File: src/rtl/bus_xfer_sched_pkg.sv
// rtl/bus_xfer_sched_pkg.sv - shared constants and types for the bus transfer sequencer
// Purpose: code width, bus source select codes and the sequencer FSM state type.
package bus_xfer_sched_pkg;

  localparam int CODE_W   = 5;
  localparam int NUM_REGS = 19;

  // Named bus sources; code 0 leaves the bus undriven.
  localparam logic [CODE_W-1:0] SEL_NONE = 5'd0;
  localparam logic [CODE_W-1:0] SEL_AC   = 5'd1;
  localparam logic [CODE_W-1:0] SEL_MEM  = 5'd15;
  localparam logic [CODE_W-1:0] SEL_RR   = 5'd16;
  localparam logic [CODE_W-1:0] SEL_RT4  = 5'd17;
  localparam logic [CODE_W-1:0] SEL_RL1  = 5'd18;
  localparam logic [CODE_W-1:0] SEL_RL2  = 5'd19;

  typedef enum logic [1:0] {
    ST_IDLE  = 2'd0,
    ST_SETUP = 2'd1,
    ST_WAIT  = 2'd2,
    ST_LOAD  = 2'd3
  } xfer_state_t;

endpackage

File: src/rtl/bus_xfer_sched_if.sv
// rtl/bus_xfer_sched_if.sv - command and bus-control signal bundle for the sequencer
// Purpose: groups the command handshake and the mux/load outputs.
// Ports: cmd_valid/cmd_src/cmd_dst (to sequencer), cmd_ready, mux_sel, load_en,
//        busy, xfer_done, err (from sequencer).
// Modports: master = control unit side, slave = sequencer side.
interface bus_xfer_sched_if #(
  parameter int SEL_W   = bus_xfer_sched_pkg::CODE_W,
  parameter int NUM_DST = bus_xfer_sched_pkg::NUM_REGS
);
  logic               cmd_valid;
  logic [SEL_W-1:0]   cmd_src;
  logic [SEL_W-1:0]   cmd_dst;
  logic               cmd_ready;
  logic [SEL_W-1:0]   mux_sel;
  logic [NUM_DST-1:0] load_en;
  logic               busy;
  logic               xfer_done;
  logic               err;

  modport master (
    output cmd_valid, cmd_src, cmd_dst,
    input  cmd_ready, mux_sel, load_en, busy, xfer_done, err
  );

  modport slave (
    input  cmd_valid, cmd_src, cmd_dst,
    output cmd_ready, mux_sel, load_en, busy, xfer_done, err
  );
endinterface

File: src/rtl/bus_cmd_fifo.sv
// rtl/bus_cmd_fifo.sv - synchronous command FIFO with occupancy count
// Purpose: DEPTH x WIDTH show-ahead FIFO; dout is the head entry whenever !empty.
// Ports: clk, rst (async active-high), push/din, pop/dout, full, empty, count.
// Push while full and pop while empty are ignored.
module bus_cmd_fifo #(
  parameter int WIDTH = 10,
  parameter int DEPTH = 4
) (
  input  logic                   clk,
  input  logic                   rst,
  input  logic                   push,
  input  logic [WIDTH-1:0]       din,
  input  logic                   pop,
  output logic [WIDTH-1:0]       dout,
  output logic                   full,
  output logic                   empty,
  output logic [$clog2(DEPTH):0] count
);
  localparam int AW = $clog2(DEPTH);

  logic [WIDTH-1:0] mem [DEPTH];
  logic [AW-1:0]    wr_ptr;
  logic [AW-1:0]    rd_ptr;
  logic             do_push;
  logic             do_pop;

  assign full    = (count == (AW+1)'(DEPTH));
  assign empty   = (count == '0);
  assign do_push = push && !full;
  assign do_pop  = pop && !empty;
  assign dout    = mem[rd_ptr];

  // Storage is kept out of the reset domain; stale entries are never read.
  always_ff @(posedge clk) begin
    if (do_push) mem[wr_ptr] <= din;
  end

  // Pointers wrap naturally because DEPTH is a power of two.
  always_ff @(posedge clk or posedge rst) begin
    if (rst) begin
      wr_ptr <= '0;
      rd_ptr <= '0;
      count  <= '0;
    end else begin
      if (do_push) wr_ptr <= wr_ptr + 1'b1;
      if (do_pop)  rd_ptr <= rd_ptr + 1'b1;
      case ({do_push, do_pop})
        2'b10:   count <= count + 1'b1;
        2'b01:   count <= count - 1'b1;
        default: count <= count;
      endcase
    end
  end
endmodule

File: src/rtl/bus_xfer_sched.sv
// rtl/bus_xfer_sched.sv - sequencer driving the shared bus mux select and register loads
// Purpose: queues (src, dst) transfer commands and plays each one out as
//          SETUP -> [WAIT x MEM_LAT for MEM source] -> LOAD, pulsing one load enable.
// Ports: clk, rst (async active-high), bus (slave modport): cmd_valid/cmd_src/cmd_dst
//        in, cmd_ready, mux_sel, load_en (one-hot, bit k = dst k+1), busy,
//        xfer_done, err (sticky bad-command flag) out.
module bus_xfer_sched #(
  parameter int SEL_W    = bus_xfer_sched_pkg::CODE_W,
  parameter int NUM_DST  = bus_xfer_sched_pkg::NUM_REGS,
  parameter int DEPTH    = 4,
  parameter int MEM_CODE = 15,
  parameter int MEM_LAT  = 2
) (
  input  logic             clk,
  input  logic             rst,
  bus_xfer_sched_if.slave  bus
);
  import bus_xfer_sched_pkg::*;

  localparam int CW    = $clog2(DEPTH) + 1;
  localparam int LAT_W = (MEM_LAT > 1) ? $clog2(MEM_LAT) : 1;

  xfer_state_t        state, state_nxt;
  logic [LAT_W-1:0]   wait_cnt, wait_cnt_nxt;
  logic [SEL_W-1:0]   cur_src, cur_dst;
  logic [2*SEL_W-1:0] head;
  logic [CW-1:0]      fifo_count;
  logic               fifo_full, fifo_empty, fifo_push, fifo_pop;
  logic               cmd_take, src_ok, dst_ok, err_q;

  // Acceptance only looks at the registered full flag, so a full FIFO is
  // never bypassed even when the FSM pops in the same cycle.
  assign cmd_take  = bus.cmd_valid && !fifo_full;
  assign src_ok    = (bus.cmd_src != '0) && (bus.cmd_src <= SEL_W'(NUM_DST));
  assign dst_ok    = (bus.cmd_dst != '0) && (bus.cmd_dst <= SEL_W'(NUM_DST));
  assign fifo_push = cmd_take && src_ok && dst_ok;

  assign bus.cmd_ready = !fifo_full;
  assign bus.busy      = (fifo_count != '0) || (state != ST_IDLE);
  assign bus.err       = err_q;

  bus_cmd_fifo #(.WIDTH(2*SEL_W), .DEPTH(DEPTH)) u_fifo (
    .clk   (clk),
    .rst   (rst),
    .push  (fifo_push),
    .din   ({bus.cmd_src, bus.cmd_dst}),
    .pop   (fifo_pop),
    .dout  (head),
    .full  (fifo_full),
    .empty (fifo_empty),
    .count (fifo_count)
  );

  always_comb begin
    state_nxt     = state;
    wait_cnt_nxt  = wait_cnt;
    fifo_pop      = 1'b0;
    bus.mux_sel   = '0;
    bus.load_en   = '0;
    bus.xfer_done = 1'b0;
    case (state)
      ST_IDLE: begin
        if (!fifo_empty) begin
          fifo_pop  = 1'b1;
          state_nxt = ST_SETUP;
        end
      end
      ST_SETUP: begin
        bus.mux_sel = cur_src;
        // Counter preloaded to MEM_LAT-1 so WAIT lasts exactly MEM_LAT cycles.
        if (cur_src == SEL_W'(MEM_CODE) && MEM_LAT > 0) begin
          state_nxt    = ST_WAIT;
          wait_cnt_nxt = LAT_W'(MEM_LAT - 1);
        end else begin
          state_nxt = ST_LOAD;
        end
      end
      ST_WAIT: begin
        bus.mux_sel = cur_src;
        if (wait_cnt == '0) state_nxt = ST_LOAD;
        else                wait_cnt_nxt = wait_cnt - 1'b1;
      end
      ST_LOAD: begin
        bus.mux_sel   = cur_src;
        bus.load_en   = {{(NUM_DST-1){1'b0}}, 1'b1} << (cur_dst - 1'b1);
        bus.xfer_done = 1'b1;
        // Chaining straight into SETUP keeps back-to-back transfers gap-free.
        if (!fifo_empty) begin
          fifo_pop  = 1'b1;
          state_nxt = ST_SETUP;
        end else begin
          state_nxt = ST_IDLE;
        end
      end
      default: state_nxt = ST_IDLE;
    endcase
  end

  always_ff @(posedge clk or posedge rst) begin
    if (rst) begin
      state    <= ST_IDLE;
      wait_cnt <= '0;
      cur_src  <= '0;
      cur_dst  <= '0;
      err_q    <= 1'b0;
    end else begin
      state    <= state_nxt;
      wait_cnt <= wait_cnt_nxt;
      if (fifo_pop) {cur_src, cur_dst} <= head;
      if (cmd_take && !(src_ok && dst_ok)) err_q <= 1'b1;
    end
  end
endmodule
File: src/flat_wrapper.sv
// flat-port wrapper written by rule: the top's interface ports become plain ports
module bus_xfer_sched_flat import bus_xfer_sched_pkg::*;
#(
  parameter int SEL_W    = bus_xfer_sched_pkg::CODE_W,
  parameter int NUM_DST  = bus_xfer_sched_pkg::NUM_REGS,
  parameter int DEPTH    = 4,
  parameter int MEM_CODE = 15,
  parameter int MEM_LAT  = 2
)
  (clk, rst, bus_cmd_valid, bus_cmd_src, bus_cmd_dst, bus_cmd_ready, bus_mux_sel, bus_load_en, bus_busy, bus_xfer_done, bus_err);
  bus_xfer_sched_if #(.SEL_W(SEL_W), .NUM_DST(NUM_DST)) bus_i ();
  input  logic clk;
  input  logic rst;
  input wire logic [$bits(bus_i.cmd_valid)-1:0] bus_cmd_valid;
  input wire logic [$bits(bus_i.cmd_src)-1:0] bus_cmd_src;
  input wire logic [$bits(bus_i.cmd_dst)-1:0] bus_cmd_dst;
  output wire logic [$bits(bus_i.cmd_ready)-1:0] bus_cmd_ready;
  output wire logic [$bits(bus_i.mux_sel)-1:0] bus_mux_sel;
  output wire logic [$bits(bus_i.load_en)-1:0] bus_load_en;
  output wire logic [$bits(bus_i.busy)-1:0] bus_busy;
  output wire logic [$bits(bus_i.xfer_done)-1:0] bus_xfer_done;
  output wire logic [$bits(bus_i.err)-1:0] bus_err;
  assign bus_i.cmd_valid = bus_cmd_valid;
  assign bus_i.cmd_src = bus_cmd_src;
  assign bus_i.cmd_dst = bus_cmd_dst;
  assign bus_cmd_ready = bus_i.cmd_ready;
  assign bus_mux_sel = bus_i.mux_sel;
  assign bus_load_en = bus_i.load_en;
  assign bus_busy = bus_i.busy;
  assign bus_xfer_done = bus_i.xfer_done;
  assign bus_err = bus_i.err;
  bus_xfer_sched #(.SEL_W(SEL_W), .NUM_DST(NUM_DST), .DEPTH(DEPTH), .MEM_CODE(MEM_CODE), .MEM_LAT(MEM_LAT)) u_core (.clk(clk), .rst(rst), .bus(bus_i));
endmodule
File: config.mk
export PLATFORM = sky130hd
export DESIGN_NAME = bus_xfer_sched_flat
export DESIGN_NICKNAME = d
export VERILOG_FILES = /design/src/rtl/bus_xfer_sched_pkg.sv /design/src/rtl/bus_xfer_sched_if.sv /design/src/rtl/bus_cmd_fifo.sv /design/src/rtl/bus_xfer_sched.sv /design/src/flat_wrapper.sv
export SDC_FILE = /design/constraint.sdc
export NUM_CORES = 1
export LEC_CHECK = 0
export ABC_AREA = 1
export BUFFER_PORTS_ARGS = -buffer_cell sky130_fd_sc_hd__buf_2
export CAP_MARGIN = 10
export CORE_MARGIN = 2
export CORE_UTILIZATION = 30
export CTS_CLUSTER_DIAMETER = 120
export DETAILED_ROUTE_END_ITERATION = 16
export MAX_ROUTING_LAYER = met4
export PLACE_DENSITY = 0.47
export RECOVER_POWER = 50
export SLEW_MARGIN = 20
export SYNTH_ARGS = -nofsm -noshare
export SYNTH_HDL_FRONTEND = slang
export SYNTH_SLANG_ARGS = --single-unit
export TNS_END_PERCENT = 100
File: constraint.sdc
create_clock -name clk -period 2.7 [get_ports clk]
set_input_delay 0.27 -clock clk [delete_from_list [all_inputs] [get_ports clk]]
set_output_delay 0.27 -clock clk [all_outputs]
set_load 0.02 [all_outputs]
==> flow_metrics.env, run 1 <==
export IMPL_status="completed"
export IMPL_synth_most_common_cell="nor2_1"
export IMPL_worst_clock_skew_ns=0.007517
export IMPL_place_congestion=0.7731
export IMPL_seq_area_um2=1727
export IMPL_hold_viol_final=0
export IMPL_ios=41
export IMPL_grt_ovfl_total=0
export IMPL_vias=2086
export IMPL_routed_via_density=4.292
export IMPL_multi_input_area_um2=1015
export IMPL_start_kind="flip-flop"
export IMPL_fmax_ghz=0.4338
export IMPL_slew_viol_final=0
export IMPL_grt_first_pass_wirelength_um=10140
export IMPL_core_area_um2=9639
export IMPL_finalCriticalPeriod_ns=2.305
export IMPL_clockBufferDepth=2
export IMPL_cp_cell_sequence="inv_1 -> nand3_1 -> nand2_1 -> nor2_1 -> nand2_2 -> ha_1 -> fa_1 -> a21oi_1 -> o21ai_0 -> xor2_1"
export IMPL_fin_nets=372
export IMPL_num_rows=36
export IMPL_fp_dieW_um=102.8
export IMPL_synth_xor_area_share_pct=0.8978
export IMPL_crit_required_ns=2.92
export IMPL_cp_slowest_cell="fa_1"
export IMPL_synth_mux_area_share_pct=0
export IMPL_cts_resized=0
export IMPL_die_h_um=102.8
export IMPL_ant_nets=0
export IMPL_slew_headroom_pct=47.28
export IMPL_start_util_pct=30.36
export IMPL_powerDensity_nw_per_um2=1127
export IMPL_grt_max_degree=23
export IMPL_critPathArrivalTime_ns=2.53
export IMPL_synthArstFlopShare_pct=34.43
export IMPL_hold_path_class="input port to asynchronous set/reset pin"
export IMPL_synth_top_area_share_pct=41.04
export IMPL_synth_simple_area_share_pct=20.05
export IMPL_fin_crit_sh_pct=85.37
export IMPL_fin_setup_tns_ns=0
export IMPL_total_power_mw=3.936
export IMPL_ys_ff_latch=61
export IMPL_detail_route_first_pass_iterations=4
export IMPL_synth_compound_area_share_pct=8.850
export IMPL_clkSlewWorstSetupHoldPaths_ns=0.07
export IMPL_clock_sinks=61
export IMPL_rsz0062_at_grt="false"
export IMPL_drv_cap=0
export IMPL_antenna_found_initial=0
export IMPL_worst_ir_drop_vdd_v=0.0004076
export IMPL_fin_area_um2=3492
export IMPL_crit_type="flip-flop to flip-flop"
export IMPL_wirelength_um=6220
export IMPL_avgSynthCellArea_um2=9.723
export IMPL_synth_adder_area_share_pct=4.959
export IMPL_post_cts_buffers=0
export IMPL_ctsHtreeMaxLevel=3
export IMPL_drtIter0Drc=91
export IMPL_endpoint_kind="flip-flop"
export IMPL_synth_area_leader_cell="edfxtp_1"
export IMPL_synth_top_cells_by_area="edfxtp_1, dfrtp_1, nor2_1, o21ai_0, ha_1"
export IMPL_dp_worst_setup_slack_ns=0.4070
export IMPL_syn_nets=325
export IMPL_leakage_nw=1.441
export IMPL_hpwlAfterDp_um=4276
export IMPL_wl_per_cell_um=12.80
export IMPL_setup_viol=0
export IMPL_fin_ws_ns=0.3950
export IMPL_ys_types=30
export IMPL_synth_edf_count=40
export IMPL_drive_gt1_share_pct=19.55
export IMPL_synth_warnings=0
export IMPL_synth_top_flop_cell="edfxtp_1"
export IMPL_tightest_slew_ns=0.7900
export IMPL_dieArea_um2=10560
export IMPL_antennaDiodeCount=0
export IMPL_cts_made_buffers=9
export IMPL_grt_pass1_vias=2020
export IMPL_grt_usage_pct=13.25
export IMPL_cts_tree="done"
export IMPL_synth_top_family_by_area="simple AND/OR/NAND/NOR gates"
export IMPL_port_buffers=40
export IMPL_clockRootBuffer="clkbuf_8"
export IMPL_syn_to_final_growth_pct=19.32
export IMPL_cts_hold_buf=0
export IMPL_netlist_top_cells_count="nor2_1, edfxtp_1, o21ai_0, inv_1, nand2_1"
export IMPL_max_stage_delay_ns=0.44
export IMPL_whs_ns=0.07170
export IMPL_drc=0
export IMPL_clk_insertion_delay_late_ns=0.34
export IMPL_ys_seq_area_share_pct=59.00
export IMPL_fillerInstances=1049
export IMPL_syn_inst=301
export IMPL_placed_cell_area_um2=3287
export IMPL_path_max_fanout=7
export IMPL_synthesis_area_um2=2927
==> flip-flops by register name, summed over array words and instances (netlist names) <==
| signal | cells |
|---|---|
| u_core.u_fifo.mem | 40 |
| u_core.cur_dst | 5 |
| u_core.cur_src | 5 |
| u_core.u_fifo.count | 3 |
| u_core.state | 2 |
| u_core.u_fifo.rd_ptr | 2 |
| u_core.u_fifo.wr_ptr | 2 |
| u_core.bus.err | 1 |
| u_core.wait_cnt | 1 |
==> where the power goes <==
part | internal [mW] | switching (mW)
sequential | 1.21 | 0.184
clock | 0.522 | 0.379
combinational | 0.529 | 1.11
total | 2.26 | 1.67
==> worst max-delay path: cells and delay by family, from the launching register on <==
| kind | cells | cell delay (ns) |
|---|---|---|
| compound gates | 2 | 0.25 |
| xor+xnor | 1 | 0.15 |
| fa+ha+maj | 2 | 0.71 |
| buf+inv | 1 | 0.10 |
| flops | 1 | 0.42 |
| simple gates | 4 | 0.57 |
==> path summary, 6_finish.rpt <==
path / to / cells after the start / slack (ns) / from
max: u_core.u_fifo.count[2] / 10 / 0.40 / u_core.u_fifo.count[0]
min: u_core.u_fifo.count[1] / 2 / 0.07 / rst
max reg2reg: u_core.u_fifo.count[2] / 10 / 0.40 / u_core.u_fifo.count[0]
min reg2reg: u_core.bus.err / 1 / 0.49 / u_core.bus.err
max in group asynchronous: u_core.cur_dst[3] / 2 / 2.13 / rst
min in group clk: u_core.u_fifo.mem[0][6] / 1 / 0.24 / bus_cmd_src[1]
==> routing by layer <==
| layer | vias up | global-route usage, % | wire length [um] |
|---|---|---|---|
| li1 | 1088 | - | - |
| met5 | - | - | 0 |
| met4 | 0 | 5.466 | 82 |
| met1 | 954 | 17.55 | 3134 |
| met2 | 37 | 19.76 | 2748 |
| met3 | 7 | 2.915 | 255 |
==> area by class of cell <==
cell class | instances | share of cell area [%]
inverters | 37 | 3.977
well taps | 133 | 4.765
multi-input cells | 194 | 29.06
repair buffers | 45 | 6.378
clock buffers | 9 | 3.547
clock inverters | 7 | 2.831
flip-flops and latches | 61 | 49.44
==> cell usage in the layout, fill, tap and decap left out, drive strengths merged <==
master / netlist / routed
nand2: 39 / 39
fa: 1 / 1
xnor2: 1 / 1
buf: 6 / 33
nor3: 4 / 4
nand4: 5 / 5
a21oi: 2 / 2
inv: 37 / 38
o21bai: 1 / 1
nor4: 1 / 1
dfrtp: 21 / 21
a22oi: 1 / 1
xor2: 2 / 2
nor2: 70 / 70
o21ai: 46 / 46
ha: 10 / 10
bufinv: 0 / 2
clkbuf: 3 / 21
edfxtp: 40 / 40
nand3: 10 / 10
clkinvlp: 0 / 4
nand3b: 1 / 1
==> through the flow <==
| step | instances | util, % |
|---|---|---|
| final | 486 | 36.23 |
| after global routing | 486 | 36.23 |
| after CTS | 486 | 36.41 |
| after detailed placement | 470 | 34.10 |
| after global placement | 470 | 34.10 |
| after floorplan | 301 | - |
==> cells by family after synthesis <==
| kind of cell | Yosys count |
|---|---|
| adders and majority gates | 11 |
| DFF | 61 |
| xor gates and xnor gates | 3 |
| buffers and inverters | 46 |
| AOI/OAI and AO/OA | 50 |
| and+or+nand+nor | 130 |
Power figures use the tool's default switching activity.
==> run 2: changes to the inputs <==
BUFFER_PORTS_ARGS = -buffer_cell sky130_fd_sc_hd__buf_4   (was -buffer_cell sky130_fd_sc_hd__buf_2)
==> flow_metrics.env, run 2 (synthesis gave the netlist of run 1 again) <==
export IMPL_leakage_nw=1.469
export IMPL_cts_resized=0
export IMPL_finalCriticalPeriod_ns=2.307
export IMPL_status="completed"
export IMPL_ant_nets=0
export IMPL_dieArea_um2=10560
export IMPL_hpwlAfterDp_um=4259
export IMPL_grt_usage_pct=12.96
export IMPL_rsz0062_at_grt="false"
export IMPL_drc=0
export IMPL_drv_cap=0
export IMPL_path_max_fanout=7
export IMPL_clkSlewWorstSetupHoldPaths_ns=0.07
export IMPL_start_util_pct=30.36
export IMPL_whs_ns=0.09511
export IMPL_drive_gt1_share_pct=19.49
export IMPL_fin_setup_tns_ns=0
export IMPL_crit_type="flip-flop to flip-flop"
export IMPL_start_kind="flip-flop"
export IMPL_clk_insertion_delay_late_ns=0.33
export IMPL_grt_pass1_vias=1973
export IMPL_place_congestion=0.7468
export IMPL_syn_to_final_growth_pct=22.53
export IMPL_grt_max_degree=23
export IMPL_fillerInstances=1013
export IMPL_use_met3_pct=3.254
export IMPL_cts_tree="done"
export IMPL_setup_viol=0
export IMPL_fin_nets=373
export IMPL_clock_sinks=61
export IMPL_num_rows=36
export IMPL_slew_headroom_pct=46.21
export IMPL_cp_slowest_cell="fa_1"
export IMPL_port_buffers=40
export IMPL_r2r_setup_slack_ns=0.39
export IMPL_busiest_layer="met2"
export IMPL_slew_viol_final=0
export IMPL_worstRegToRegCells=10
export IMPL_final_common_cell="nor2_1"
export IMPL_clockRootBuffer="clkbuf_8"
export IMPL_clockBufferDepth=2
export IMPL_drtIter0Drc=107
export IMPL_die_h_um=102.8
export IMPL_final_cell_mix="nor2_1, edfxtp_1, o21ai_0"
export IMPL_vias=2084
export IMPL_ios=41
export IMPL_grt_ovfl_total=0
export IMPL_largest_register="u_core.u_fifo.mem"
export IMPL_cts_hold_buf=0
export IMPL_worst_ir_drop_vdd_v=0.0004205
export IMPL_largest_reg_flops=40
export IMPL_powerDensity_nw_per_um2=1133
export IMPL_use_met1_pct=17.33
export IMPL_hold_viol_final=0
export IMPL_wl_per_cell_um=12.66
export IMPL_worst_clock_skew_ns=0.007016
export IMPL_fp_dieW_um=102.8
export IMPL_r2r_end="u_core.u_fifo.count[2]"
export IMPL_fin_crit_sh_pct=85.44
export IMPL_grt_use_met2_pct=19.26
export IMPL_hold_path_class="input port to asynchronous set/reset pin"
export IMPL_largestRegisters="u_core.u_fifo.mem: 40 flops, u_core.cur_dst: 5 flops, u_core.cur_src: 5 flops"
export IMPL_wirelength_um=6163
export IMPL_fmax_ghz=0.4335
export IMPL_antenna_found_initial=0
export IMPL_antennaDiodeCount=0
export IMPL_detail_route_first_pass_iterations=4
export IMPL_critPathArrivalTime_ns=2.52
export IMPL_post_cts_buffers=0
export IMPL_endpoint_kind="flip-flop"
export IMPL_r2r_start="u_core.u_fifo.count[0]"
export IMPL_cp_cell_sequence="inv_1 -> nand3_1 -> nand2_1 -> nor2_1 -> nand2_2 -> ha_1 -> fa_1 -> a21oi_1 -> o21ai_0 -> xor2_1"
export IMPL_max_stage_delay_ns=0.44
export IMPL_crit_required_ns=2.91
export IMPL_routed_via_density=4.279
export IMPL_tightest_slew_ns=0.8060
export IMPL_ctsHtreeMaxLevel=3
export IMPL_core_area_um2=9639
export IMPL_grt_first_pass_wirelength_um=9894
export IMPL_cts_made_buffers=9
-- run 2: changes by cell type in the layout (fill, tap and decap cells not counted), sizes merged --
| cell | change |
|---|---|
| bufinv | +1 |
| clkbuf | +2 |
| clkinv | +2 |
| clkinvlp | -3 |
| inv | -1 |
-- run 2: power breakdown --
part / total [mW] / switching [mW] / internal [mW]
clock: 0.977 / 0.364 / 0.613
sequential: 1.39 / 0.180 / 1.21
combinational: 1.69 / 1.11 / 0.576
total: 4.06 / 1.66 / 2.40
-- run 2: worst max-delay path by stage --
stage	start	to	slack (ns)	cells after the start
final	u_core.u_fifo.count[0]	u_core.u_fifo.count[2]	0.39	10
after global placement	u_core.state[0]	u_core.u_fifo.count[2]	0.48	10
after floorplan	u_core.u_fifo.count[0]	u_core.u_fifo.count[2]	0.49	10
after CTS	u_core.state[0]	u_core.u_fifo.count[2]	0.39	10
after global routing	u_core.u_fifo.count[0]	u_core.u_fifo.count[2]	0.12	10
after detailed placement	u_core.state[0]	u_core.u_fifo.count[2]	0.42	10
-- run 2: layer usage --
layer	wire, um	up-vias	share of wire (%)
li1	-	1085	-
met1	3101	950	50
met2	2673	42	43
met3	320	7	5.2
met4	67	0	1.1
met5	0	-	0
-- run 2: final cells by class --
cell class | instances | area, um^2 | area share [%]
flip-flops and latches | 61 | 1727 | 48.15
multi-input cells | 194 | 1015 | 28.30
repair buffers | 46 | 300.3 | 8.374
well taps | 133 | 166.4 | 4.641
inverters | 37 | 138.9 | 3.873
clock buffers | 10 | 127.6 | 3.559
clock inverters | 6 | 111.4 | 3.105
-- run 2: worst max-delay path: cells and delay by family, from the launching register on --
| kind | cells | cell delay [ns] |
|---|---|---|
| compound gates | 2 | 0.25 |
| xor+xnor | 1 | 0.15 |
| fa+ha+maj | 2 | 0.72 |
| buf+inv | 1 | 0.09 |
| flops | 1 | 0.41 |
| simple gates | 4 | 0.57 |
-- run 2: through the flow --
stage          std cells  worst slack, ns  total power, mW  utilization [%]  instance area (um^2)
2_1_floorplan        301           0.4866            2.670                -                  2927
3_3_place_gp         471           0.4767            3.133            35.22                  3395
3_5_place_dp         471           0.4171            3.140            35.22                  3395
4_1_cts              487           0.3893            4.134            37.69                  3633
5_1_grt              487           0.1201            4.425            37.20                  3586
6_report             487           0.3932            4.062            37.20                  3586
